==> src/rtl/num_ctl.sv <==
// Number-conversion sequencer: fetch token, resolve base prefix, drive atoi, check terminator, push.
// Optional digit-limit overflow check enabled by defining NUMCTL_OVF_EN.
module num_ctl #(
    parameter int unsigned DSZ = 32,
    parameter int unsigned ASZ = 17,
    parameter int unsigned TMO = 64
) (
    input  logic           clk,
    input  logic           rst,
    input  logic           req,
    input  logic [ASZ-1:0] ai,
    input  logic           hex_dflt,
    output logic [ASZ-1:0] ma,
    input  logic [7:0]     ch,
    output logic           a_en,
    output logic           a_hex,
    input  logic           a_bsy,
    input  logic           a_ao,
    input  logic [DSZ-1:0] a_vo,
    output logic           push,
    input  logic           push_rdy,
    output logic [DSZ-1:0] vo,
    output logic           bsy,
    output logic           done,
    output logic           err
);

    localparam int unsigned TW = (TMO > 1) ? $clog2(TMO) : 1;

    typedef enum logic [2:0] {
        StIdle, StPfx, StPfw, StLch, StRun, StChk, StPsh, StFin
    } state_e;

    state_e         state_q, state_d;
    logic [ASZ-1:0] ma_q, ma_d;
    logic [DSZ-1:0] vo_q, vo_d;
    logic [7:0]     nd_q, nd_d;
    logic [TW-1:0]  timer_q, timer_d;
    logic           a_hex_q, a_hex_d;
    logic           err_q, err_d;
    logic           a_bsy_q;
    logic           term_ok;
    logic           over;

    assign term_ok = (ch == 8'h20) || (ch == 8'h00);

`ifdef NUMCTL_OVF_EN
    logic [7:0] nd_lim;
    assign nd_lim = a_hex_q ? 8'(DSZ / 4) : 8'd10;
    assign over   = (nd_q > nd_lim);
`else
    assign over = 1'b0;
`endif

    always_comb begin
        state_d = state_q;
        ma_d    = ma_q;
        vo_d    = vo_q;
        nd_d    = nd_q;
        timer_d = timer_q;
        a_hex_d = a_hex_q;
        err_d   = err_q;
        unique case (state_q)
            StIdle: begin
                if (req) begin
                    ma_d    = ai;
                    err_d   = 1'b0;
                    nd_d    = '0;
                    timer_d = '0;
                    a_hex_d = hex_dflt;
                    state_d = StPfx;
                end
            end
            StPfx: state_d = StPfw;
            StPfw: begin
                if (ch == 8'h24) begin
                    a_hex_d = 1'b1;
                    ma_d    = ma_q + ASZ'(1);
                end else if (ch == 8'h23) begin
                    a_hex_d = 1'b0;
                    ma_d    = ma_q + ASZ'(1);
                end
                state_d = StLch;
            end
            StLch: state_d = StRun;
            StRun: begin
                // '-' advances the address but is not a digit
                if (a_ao) begin
                    ma_d = ma_q + ASZ'(1);
                    if (ch != 8'h2d && nd_q != 8'hff) nd_d = nd_q + 8'd1;
                end
                if (timer_q == TW'(TMO - 1)) begin
                    err_d   = 1'b1;
                    state_d = StFin;
                end else begin
                    timer_d = timer_q + TW'(1);
                    if (a_bsy_q && !a_bsy) begin
                        vo_d    = a_vo;
                        state_d = StChk;
                    end
                end
            end
            StChk: begin
                if (nd_q == 8'd0 || !term_ok || over) begin
                    err_d   = 1'b1;
                    state_d = StFin;
                end else begin
                    state_d = StPsh;
                end
            end
            StPsh: if (push_rdy) state_d = StFin;
            StFin: state_d = StIdle;
        endcase
    end

    always_ff @(posedge clk or negedge rst) begin
        if (!rst) begin
            state_q <= StIdle;
            ma_q    <= '0;
            vo_q    <= '0;
            nd_q    <= '0;
            timer_q <= '0;
            a_hex_q <= 1'b0;
            err_q   <= 1'b0;
            a_bsy_q <= 1'b0;
        end else begin
            state_q <= state_d;
            ma_q    <= ma_d;
            vo_q    <= vo_d;
            nd_q    <= nd_d;
            timer_q <= timer_d;
            a_hex_q <= a_hex_d;
            err_q   <= err_d;
            a_bsy_q <= a_bsy;
        end
    end

    assign ma    = ma_q;
    assign vo    = vo_q;
    assign a_hex = a_hex_q;
    assign err   = err_q;
    assign a_en  = (state_q == StLch);
    assign push  = (state_q == StPsh);
    assign done  = (state_q == StFin);
    assign bsy   = (state_q != StIdle);

endmodule

==> config.mk <==
export PLATFORM = sky130hd
export DESIGN_NAME = num_ctl
export DESIGN_NICKNAME = d
export VERILOG_FILES = /design/src/rtl/num_ctl.sv
export SDC_FILE = /design/constraint.sdc
export NUM_CORES = 1
export LEC_CHECK = 0
export CORE_MARGIN = 3
export CORE_UTILIZATION = 33
export DETAILED_ROUTE_END_ITERATION = 10
export PLACE_DENSITY_LB_ADDON = 0.05
export SLEW_MARGIN = 20
export SYNTH_ARGS = -nofsm -noshare
export SYNTH_HDL_FRONTEND = slang
export SYNTH_SLANG_ARGS = --single-unit
==> constraint.sdc <==
create_clock -name clk -period 1.6 [get_ports clk]
set_input_delay 0.24 -clock clk [delete_from_list [all_inputs] [get_ports clk]]
set_output_delay 0.24 -clock clk [all_outputs]
set_load 0.1 [all_outputs]
After elaboration in Yosys (flattened, before gate mapping)
Cells that the tools add are included.
{"block": "word_totals", "reg_bits": 69, "output_inout_bits": 55, "word_cells": 81}
{"block": "classes", "n_reduce_logical": 21, "addsub": 3, "bitwise": 1, "n_mux": 26, "n_eq_ne": 22}
{"cell": "17-bit two-way mux", "n": 4}
{"cell": "17-bit one-hot mux with 3 select lines", "n": 1}
{"cell": "8-bit by 6-bit equality test with 1-bit output (second input constant)", "n": 3}
{"cell": "8-bit two-way mux", "n": 3}
{"cell": "3-bit one-hot mux with 8 select lines", "n": 1}
{"cell": "17-bit by 1-bit adder with 17-bit output (second input constant)", "n": 1}
{"cell": "8-bit logical NOT", "n": 2}
{"cell": "8-bit one-hot mux with 2 select lines", "n": 1}
{"cell": "3-bit equality test (second input constant)", "n": 4}
{"cell": "3-bit two-way mux", "n": 4}
{"cell": "6-bit two-way mux", "n": 2}
{"cell": "2-bit inequality test (second input constant)", "n": 6}
{"cell": "6-bit one-hot mux with 2 select lines", "n": 1}
{"cell": "3-bit AND reduction", "n": 4}
{"cell": "4-bit AND reduction", "n": 3}
{"cell": "3-bit nonzero test", "n": 3}
{"cell": "8-bit by 1-bit adder with 8-bit output (second input constant)", "n": 1}
{"cell": "8-bit by 6-bit inequality test with 1-bit output (second input constant)", "n": 1}
{"cell": "8-bit inequality test (second input constant)", "n": 1}
{"cell": "1-bit two-way mux", "n": 7}
{"cell": "6-bit by 1-bit adder with 6-bit output (second input constant)", "n": 1}
{"cell": "3-bit by 2-bit equality test with 1-bit output (second input constant)", "n": 2}
{"cell": "6-bit equality test (second input constant)", "n": 1}
{"cell": "3-bit inequality test (second input constant)", "n": 2}
{"cell": "other kinds (10)", "n": 14}

Depth between registers and ports, before layout
Gate-level depths: netlist of run 1.
{"block": "depth", "ltp_word": 6, "depth_mapped": 8, "depth_no_buf": 6}

Least setup slack after synthesis of run 1
OpenSTA, ideal clock, no wires.
{"block": "synth_path", "path_type": "reg-to-output", "start": "register state_q[0]", "end": "output port push", "stages_incl_launch_ff": 3, "arrival_time_ps": 2848, "path_slack_ps": -1488, "cell_sequence": "dfrtp_1 > clkbuf_1 > nor3b_1"}
{"block": "synth_via", "elab_chain_cells": 1}
{"element": "from (decl)", "line_no": "34", "rtl": "state_e state_q, state_d;"}
{"element": "from (signal assigned)", "line_no": "118", "rtl": "state_q <= StIdle;"}
{"element": "from (signal assigned)", "line_no": "127", "rtl": "state_q <= state_d;"}
{"element": "3-bit equality test", "line_no": "143", "rtl": "assign push = (state_q == StPsh);"}
{"element": "to (decl)", "line_no": "20", "rtl": "output logic push,"}
Every way passes these cells.

Worst setup path in the final report of run 1
{"block": "layout_path", "start": "register timer_q[1]", "end": "register vo_q[7], in the netlist vo[7]"}
{"block": "layout_via", "elab_chain_cells": 3}
{"element": "from (decl)", "line_no": "38", "rtl": "logic [TW-1:0] timer_q, timer_d;"}
{"element": "from (signal assigned)", "line_no": "131", "rtl": "timer_q <= timer_d;"}
{"element": "6-bit equality test", "line_no": "92", "rtl": "if (timer_q == TW'(TMO - 1)) begin"}
{"element": "1-bit NOT (no source line)"}
{"element": "3-bit AND reduction (no source line)"}
{"element": "to (signal assigned)", "line_no": "129", "rtl": "vo_q <= vo_d;"}
{"element": "to (decl)", "line_no": "36", "rtl": "logic [DSZ-1:0] vo_q, vo_d;"}
Every way passes these cells.
A chain may end at the register's enable or synchronous reset.

==> run summary, run 1 <==
Cells and area
• area overhead of the layout relative to synthesis: 98.4%
• total inserted antenna cells: 0
• area of combinational cells with multiple inputs: 2220 µm²
• layout cells sized above 1: 0.539
• area of all sequential standard cells: 1770 µm²
• Nets: 625
• FILL cells: 795

STA
• achievable frequency: 558 MHz
• hold slack: 0.358 ns
• final number of hold-violating endpoints: 0
• ratio of final minimum period to clock period: 1.12
• # setup viols final: 56
• worst-case headroom to the max-slew limit: 0.713
• Slew @ Worst Pin: 0.429 ns
• Worst Setup Slack, final: -0.193 ns
• shortest period the worst path allows: 1.79 ns
• Post-Route Skew: 0.00860 ns
• Final Slew Violations: 0
• unrepaired setup endpoints after global routing: true

Floorplanning
• area enclosed by the die boundary: 12,300 µm²
• vertical die dimension: 111 µm
• site row count: 37
• Die Wd: 111 µm
• starting density of the core: 0.344
• number of primary I/O pins: 119
• core region area: 10,500 µm²

Global route
• GRT Util Overall: 0.187
• maximum number of pins on one net before global-route repair: 31
• global-route wire length before repair: 18.6 mm
• initial antenna violation count: 0
• total overflow reported by the global router: 0
• vias in the first global route: 3,702

Run
• number of max-cap violations: 0

Worst setup path
• Crit path buffers/inverters: 1
• register-to-register path setup slack: -0.19 ns
• worst reg2reg path startpoint: timer_q[1]$_DFFE_PN0P_
• slowest cell on the critical path: sky130_fd_sc_hd__or3_4
• crit-path leading delay family: simple AND/OR/NAND/NOR gates
• worst stage delay on the critical path: 0.43 ns
• Critical Path End Type: flop
• worst reg-to-reg path cell count: 6
• list of cells traversed by the critical path: ha_2 -> nand3_2 -> nor2_2 -> or3_4 -> clkbuf_16 -> mux2_4
• Arrival @ worst endpoint: 2.02 ns
• largest driver fanout on the critical path: 6
• terminus of the critical flop-to-flop path: vo[7]$_DFFE_PN0P_
• category of the worst setup path launch point: flop
• start-to-end type of the worst setup path: flop to flop
• CP required: 1.82 ns

Clock network
• Max clock buf depth: 2
• CTS H-tree lvls: 3
• TritonCTS clock tree: yes
• clock tree sinks: 69
• master cell of the clock root buffer: sky130_fd_sc_hd__clkbuf_8
• TritonCTS Buffers: 9
• worst skew pair latency: 0.34 ns
• clock transition at the registers of the reported paths: 0.08 ns

Routing
• final antenna-violating net count: 0
• Total Routed Length: 11.7 mm
• post-detailed-route via-to-cell ratio: 5.13
• residual DRC count: 0
• routed length per instance: 16.8 µm
• DR pass1 iterations: 5
• via total after detailed routing: 3,582
• Starting DRT DRC Count: 178

Yosys
• proportion of synthesized chip area in sequential cells: 0.477
• Post-Synthesis Cells: 343
• netlist area before placement: 3620 µm²
• dominant cell by count in the synthesized netlist: sky130_fd_sc_hd__dfrtp_1
• top-area cell type share of the netlist area: 0.477
• biggest area consumer among synthesized cells: sky130_fd_sc_hd__dfrtp_1
• most instantiated flip-flop cell in the synthesis netlist: sky130_fd_sc_hd__dfrtp_1
• net count after synthesis: 411
• list of most frequent post-synthesis cells: sky130_fd_sc_hd__dfrtp_1, sky130_fd_sc_hd__nand2_1, sky130_fd_sc_hd__mux2_4, sky130_fd_sc_hd__nor2_1, sky130_fd_sc_hd__a21oi_1
• number of enable-type register cells in the synthesized netlist: 0
• fraction of registers with async set/reset: 1.00
• Post-Synthesis Mean Instance Area: 10.6 µm²
• Area contributors post-synth: sky130_fd_sc_hd__dfrtp_1, sky130_fd_sc_hd__mux2_4, sky130_fd_sc_hd__nand2_1
• count of different cell masters after synthesis: 59
• register bit total from synthesis: 69
• count of yosys warnings during synthesis: 0

Status
• failing checks: setup timing
• outcome: finished with violations

Placement
• routability congestion estimate from global placement: 0.887
• sum of net half-perimeters after detailed placement: 7.68 mm
• count of port buffers added during placement: 118

Hold path
• worst hold path class: input pin to asynchronous set/reset pin

## worst register-to-register path: cells and delay by family, from the launching register on
kind          cells  cell delay, ns
fa+ha+maj         1            0.21
buf+inv           1            0.20
flops             1            0.40
mux               1            0.30
simple gates      3            0.58
## layout make-up
type                            count  share of cell area
Tap cell                          136              0.0237
Timing Repair Buffer              219               0.388
Inverter                            8             0.00488
Multi-Input combinational cell    250               0.309
Sequential cell                    69               0.247
Clock inverter                      7              0.0103
Clock buffer                        9              0.0172
## stage by stage
| stage | cell area [µm²] | instances | utilization | worst slack [ns] | setup TNS, ns |
|---|---|---|---|---|---|
| 2_1_floorplan | 3760 | 343 | - | -0.240 | -3.96 |
| 3_3_place_gp | 6120 | 650 | 0.582 | -0.414 | -21.63 |
| 3_5_place_dp | 6120 | 650 | 0.582 | -0.474 | -23.35 |
| 4_1_cts | 6910 | 689 | 0.657 | -0.133 | -5.55 |
| 5_1_grt | 7180 | 698 | 0.684 | -0.241 | -11.34 |
| 6_report | 7180 | 698 | 0.684 | -0.193 | -8.06 |
## worst max-delay path by stage
stage                                       from                  end  slack, ns  cells after the start
final                     timer_q[1]$_DFFE_PN0P_    vo[7]$_DFFE_PN0P_      -0.19                      6
after floorplan                ma[0]$_DFFE_PN0P_   ma[16]$_DFFE_PN0P_      -0.24                      6
after detailed placement                   ch[3]   ma[10]$_DFFE_PN0P_      -0.47                      7
after global routing      state_q[1]$_DFFE_PN0P_   ma[11]$_DFFE_PN0P_      -0.24                      9
after global placement                     ch[3]    ma[6]$_DFFE_PN0P_      -0.41                      7
after CTS                 state_q[0]$_DFFE_PN0P_  nd_q[7]$_DFFE_PN0P_      -0.13                      6
## sequential cells by signal, indices dropped and copies added, names as in the netlist
signal,flops
ma,17
timer_q,6
nd_q,8
err,1
vo,32
a_bsy_q,1
a_hex,1
state_q,3
## cell families after synthesis
group,Yosys count,synth area share
flip-flops,69,0.477
buffers and inverters,24,0.0356
AO/OA/AOI/OAI,82,0.152
adder cells (fa/ha/maj),4,0.0138
AND/OR/NAND/NOR,125,0.174
multiplexers,33,0.134
XOR/XNOR,6,0.0145
## metal layers
metal,global-route usage,share of wire
met5,0,0
met4,0.0681,0.023
met3,0.0355,0.049
met2,0.322,0.52
met1,0.232,0.41
## placed cells by master (no fill, tap or decap), types with 3 or more instances in the layout
| master | instances |
|---|---|
| sky130_fd_sc_hd__or3_1 | 3 |
| sky130_fd_sc_hd__nand4_1 | 5 |
| sky130_fd_sc_hd__buf_4 | 68 |
| sky130_fd_sc_hd__buf_6 | 17 |
| sky130_fd_sc_hd__nor2_1 | 21 |
| sky130_fd_sc_hd__clkdlybuf4s50_1 | 58 |
| sky130_fd_sc_hd__and3_1 | 3 |
| sky130_fd_sc_hd__nand3_1 | 11 |
| sky130_fd_sc_hd__nand2_2 | 6 |
| sky130_fd_sc_hd__nor2_2 | 4 |
| sky130_fd_sc_hd__o22ai_2 | 7 |
| sky130_fd_sc_hd__mux2_4 | 33 |
| sky130_fd_sc_hd__o21ai_0 | 3 |
| sky130_fd_sc_hd__a21oi_2 | 12 |
| sky130_fd_sc_hd__ha_2 | 3 |
| sky130_fd_sc_hd__nand2_4 | 7 |
| sky130_fd_sc_hd__nand3_2 | 3 |
| sky130_fd_sc_hd__dfrtp_4 | 11 |
| sky130_fd_sc_hd__o21ai_2 | 4 |
| sky130_fd_sc_hd__clkbuf_16 | 3 |
| sky130_fd_sc_hd__xor2_1 | 3 |
| sky130_fd_sc_hd__dlygate4sd2_1 | 3 |
| sky130_fd_sc_hd__clkbuf_8 | 9 |
| sky130_fd_sc_hd__a21oi_1 | 14 |
| sky130_fd_sc_hd__nand2_1 | 27 |
| sky130_fd_sc_hd__o21ai_1 | 10 |
| sky130_fd_sc_hd__dfrtp_2 | 4 |
| sky130_fd_sc_hd__a21boi_2 | 3 |
| sky130_fd_sc_hd__buf_16 | 5 |
| sky130_fd_sc_hd__inv_1 | 6 |
| sky130_fd_sc_hd__a22o_1 | 3 |
| sky130_fd_sc_hd__dfrtp_1 | 54 |
| sky130_fd_sc_hd__buf_12 | 61 |
## what timing repair did
item                                    CTS  global route
endpoints found under the hold margin    12             0
hold buffers                              1             0
pin swaps                                21            41
endpoints found under the setup margin   64            68
cloned                                    7             3
gates resized for setup                  68            63
buffers inserted                         15            11
Power of run 1 is left out: the tool's default activity adds up to more than one toggle a clock period on the data nets, which glitch-free logic cannot reach.
==> run 2: changes to the inputs <==
--- a/config.mk
+++ b/config.mk
@@ -9,6 +9,7 @@
 export CORE_UTILIZATION = 33
 export DETAILED_ROUTE_END_ITERATION = 10
 export PLACE_DENSITY_LB_ADDON = 0.05
+export SKIP_LAST_GASP = 1
 export SLEW_MARGIN = 20
 export SYNTH_ARGS = -nofsm -noshare
 export SYNTH_HDL_FRONTEND = slang
==> run summary, run 2 (synthesis results as in run 1) <==
Worst setup path
• worst stage delay on the critical path: 0.43 ns, about the same
• Critical Path End Type: flop
• largest driver fanout on the critical path: 6, unchanged
• terminus of the critical flop-to-flop path: vo[7]$_DFFE_PN0P_
• CP required: 1.82 ns, about the same
• register-to-register path setup slack: -0.20 ns, about the same
• crit-path leading delay family: simple AND/OR/NAND/NOR gates
• start-to-end type of the worst setup path: flop to flop
• category of the worst setup path launch point: flop
• slowest cell on the critical path: sky130_fd_sc_hd__or3_4
• worst reg-to-reg path cell count: 6, unchanged
• destination of the critical timing path: vo[7]$_DFFE_PN0P_
• Crit path buffers/inverters: 1, unchanged
• worst reg2reg path startpoint: timer_q[1]$_DFFE_PN0P_
• CP Launch Point: timer_q[1]$_DFFE_PN0P_
• list of cells traversed by the critical path: ha_2 -> nand3_2 -> nor2_2 -> or3_4 -> clkbuf_16 -> mux2_4
• Arrival @ worst endpoint: 2.02 ns, about the same
• critical path depth: 6, unchanged

Global route
• vias in the first global route: 3,676, -0.70%
• global-route wire length before repair: 18.5 mm, -0.48%
• maximum number of pins on one net before global-route repair: 31, unchanged
• total overflow reported by the global router: 0, unchanged
• GRT Util Overall: 0.186, -0.000809
• initial antenna violation count: 0, unchanged

Run
• number of max-cap violations: 0, unchanged

Placement
• sum of net half-perimeters after detailed placement: 7.68 mm, unchanged
• Placed Area: 6120 µm², unchanged
• total instance count after detailed placement: 650, unchanged
• routability congestion estimate from global placement: 0.887, unchanged
• count of port buffers added during placement: 118, unchanged

Routing
• uppermost metal layer occupied by signal nets: met4
• DR pass1 iterations: 5, unchanged
• via total after detailed routing: 3,531, -1.4%
• residual DRC count: 0, unchanged
• wl on met1: 4.90 mm, +1.9%
• Starting DRT DRC Count: 187, +5.1%
• post-detailed-route via-to-cell ratio: 5.05, -1.6%
• final antenna-violating net count: 0, unchanged
• routed length per instance: 17.0 µm, +1.0%
• Total Routed Length: 11.9 mm, +1.2%
• met2 wirelength from detailed routing: 6.28 mm, +3.5%
• total met3 wirelength after detailed routing: 482 µm, -16%

Floorplanning
• number of primary I/O pins: 119, unchanged
• site row count: 37, unchanged
• starting density of the core: 0.344, unchanged
• vertical die dimension: 111 µm, unchanged
• Die Wd: 111 µm, unchanged
• area enclosed by the die boundary: 12,300 µm², unchanged
• core region area: 10,500 µm², unchanged

STA
• worst-case headroom to the max-slew limit: 0.714, +0.00175
• ratio of final minimum period to clock period: 1.13, +0.00572
• # setup viols final: 54, -3.6%
• hold slack: 0.360 ns, +0.00143 ns
• unrepaired setup endpoints after global routing: true
• shortest period the worst path allows: 1.80 ns, +0.00915 ns
• final number of hold-violating endpoints: 0, unchanged
• Slew @ Worst Pin: 0.428 ns, -0.000286 ns
• achievable frequency: 555 MHz, -0.51%
• Post-Route Skew: 0.0110 ns, +0.00245 ns
• Worst Setup Slack, final: -0.202 ns, -0.00915 ns
• Final Slew Violations: 0, unchanged

Cells and area
• commonest non-fill, non-tap cells in the layout: sky130_fd_sc_hd__buf_4, sky130_fd_sc_hd__buf_12, sky130_fd_sc_hd__clkdlybuf4s50_1
• post-route insts no fill: 699, +0.14%
• area overhead of the layout relative to synthesis: 96.8%
• FILL cells: 805, +1.3%
• total inserted antenna cells: 0, unchanged
• Non-Filler Cell Area, Final: 7120 µm², -0.82%
• leading cell type in the layout, fill and taps excluded: sky130_fd_sc_hd__buf_4
• layout cells sized above 1: 0.497, -0.0418
• Nets: 626, +0.16%
• flip-flop count of the largest register, all copies and words added: 32, unchanged

Clock network
• Max clock buf depth: 2, unchanged
• master cell of the clock root buffer: sky130_fd_sc_hd__clkbuf_8
• worst skew pair latency: 0.34 ns, about the same
• TritonCTS clock tree: yes
• CTS H-tree lvls: 3, unchanged
• TritonCTS Buffers: 9, unchanged
• clock transition at the registers of the reported paths: 0.09 ns, about the same
• clock tree sinks: 69, unchanged

Status
• outcome: finished with violations
• failing checks: setup timing

Hold path
• worst hold path class: input pin to asynchronous set/reset pin

run 2: area by class of cell:
cell class	instances	area, µm²	area share
Clock inverter	7	73.8	0.0104
Tap cell	136	170	0.0239
Inverter	8	32.5	0.00457
Sequential cell	69	1770	0.249
Timing Repair Buffer	220	2850	0.400
Multi-Input combinational cell	250	2100	0.295
Clock buffer	9	124	0.0174
run 2: metal layers:
metal  global-route usage  vias to the layer above
met3               0.0355                       20
li1                     -                     1671
met1                0.230                     1739
met4               0.0649                        0
met2                0.323                      101
met5                    0                        -
run 2: what timing repair did:
item / in CTS / in global routing
endpoints found under the setup margin: 64 / 68
buffers inserted: 15 / 9
gates cloned: 7 / 4
hold buffers: 1 / 0
pin swaps: 20 / 27
hold endpoints to repair: 12 / 0
resized for setup: 56 / 40
run 2: worst min path at each step:
stage | start | to
2_1_floorplan | rst | a_bsy_q$_DFF_PN0_
3_3_place_gp | rst | ma[7]$_DFFE_PN0P_
5_1_grt | a_bsy | a_bsy_q$_DFF_PN0_
6_report | rst | ma[7]$_DFFE_PN0P_
4_1_cts | a_bsy | a_bsy_q$_DFF_PN0_
3_5_place_dp | rst | ma[7]$_DFFE_PN0P_
run 2: through the flow:
stage          setup WS [ns]   util  setup TNS [ns]
6_report              -0.202  0.678           -8.37
4_1_cts               -0.138  0.653           -5.65
2_1_floorplan         -0.240      -           -3.96
5_1_grt               -0.245  0.678          -11.60
3_3_place_gp          -0.414  0.582          -21.63
3_5_place_dp          -0.474  0.582          -23.35
run 2: worst register-to-register path, stage by stage (launching register included):
cell,delay (ns)
sky130_fd_sc_hd__dfrtp_1,0.41
sky130_fd_sc_hd__ha_2,0.20
sky130_fd_sc_hd__nand3_2,0.09
sky130_fd_sc_hd__nor2_2,0.06
sky130_fd_sc_hd__or3_4,0.43
sky130_fd_sc_hd__clkbuf_16,0.21
sky130_fd_sc_hd__mux2_4,0.30
Power of run 2 is left out for the same reason.
==> run 3: changes to the inputs <==
--- a/config.mk
+++ b/config.mk
@@ -8,6 +8,7 @@
 export CORE_MARGIN = 3
 export CORE_UTILIZATION = 33
 export DETAILED_ROUTE_END_ITERATION = 10
+export HOLD_SLACK_MARGIN = 0.12
 export PLACE_DENSITY_LB_ADDON = 0.05
 export SKIP_LAST_GASP = 1
 export SLEW_MARGIN = 20
==> results of run 3 <==
No change in the layout: final DEF, timing and power equal those of run 2.
Power of run 3 is left out for the same reason.
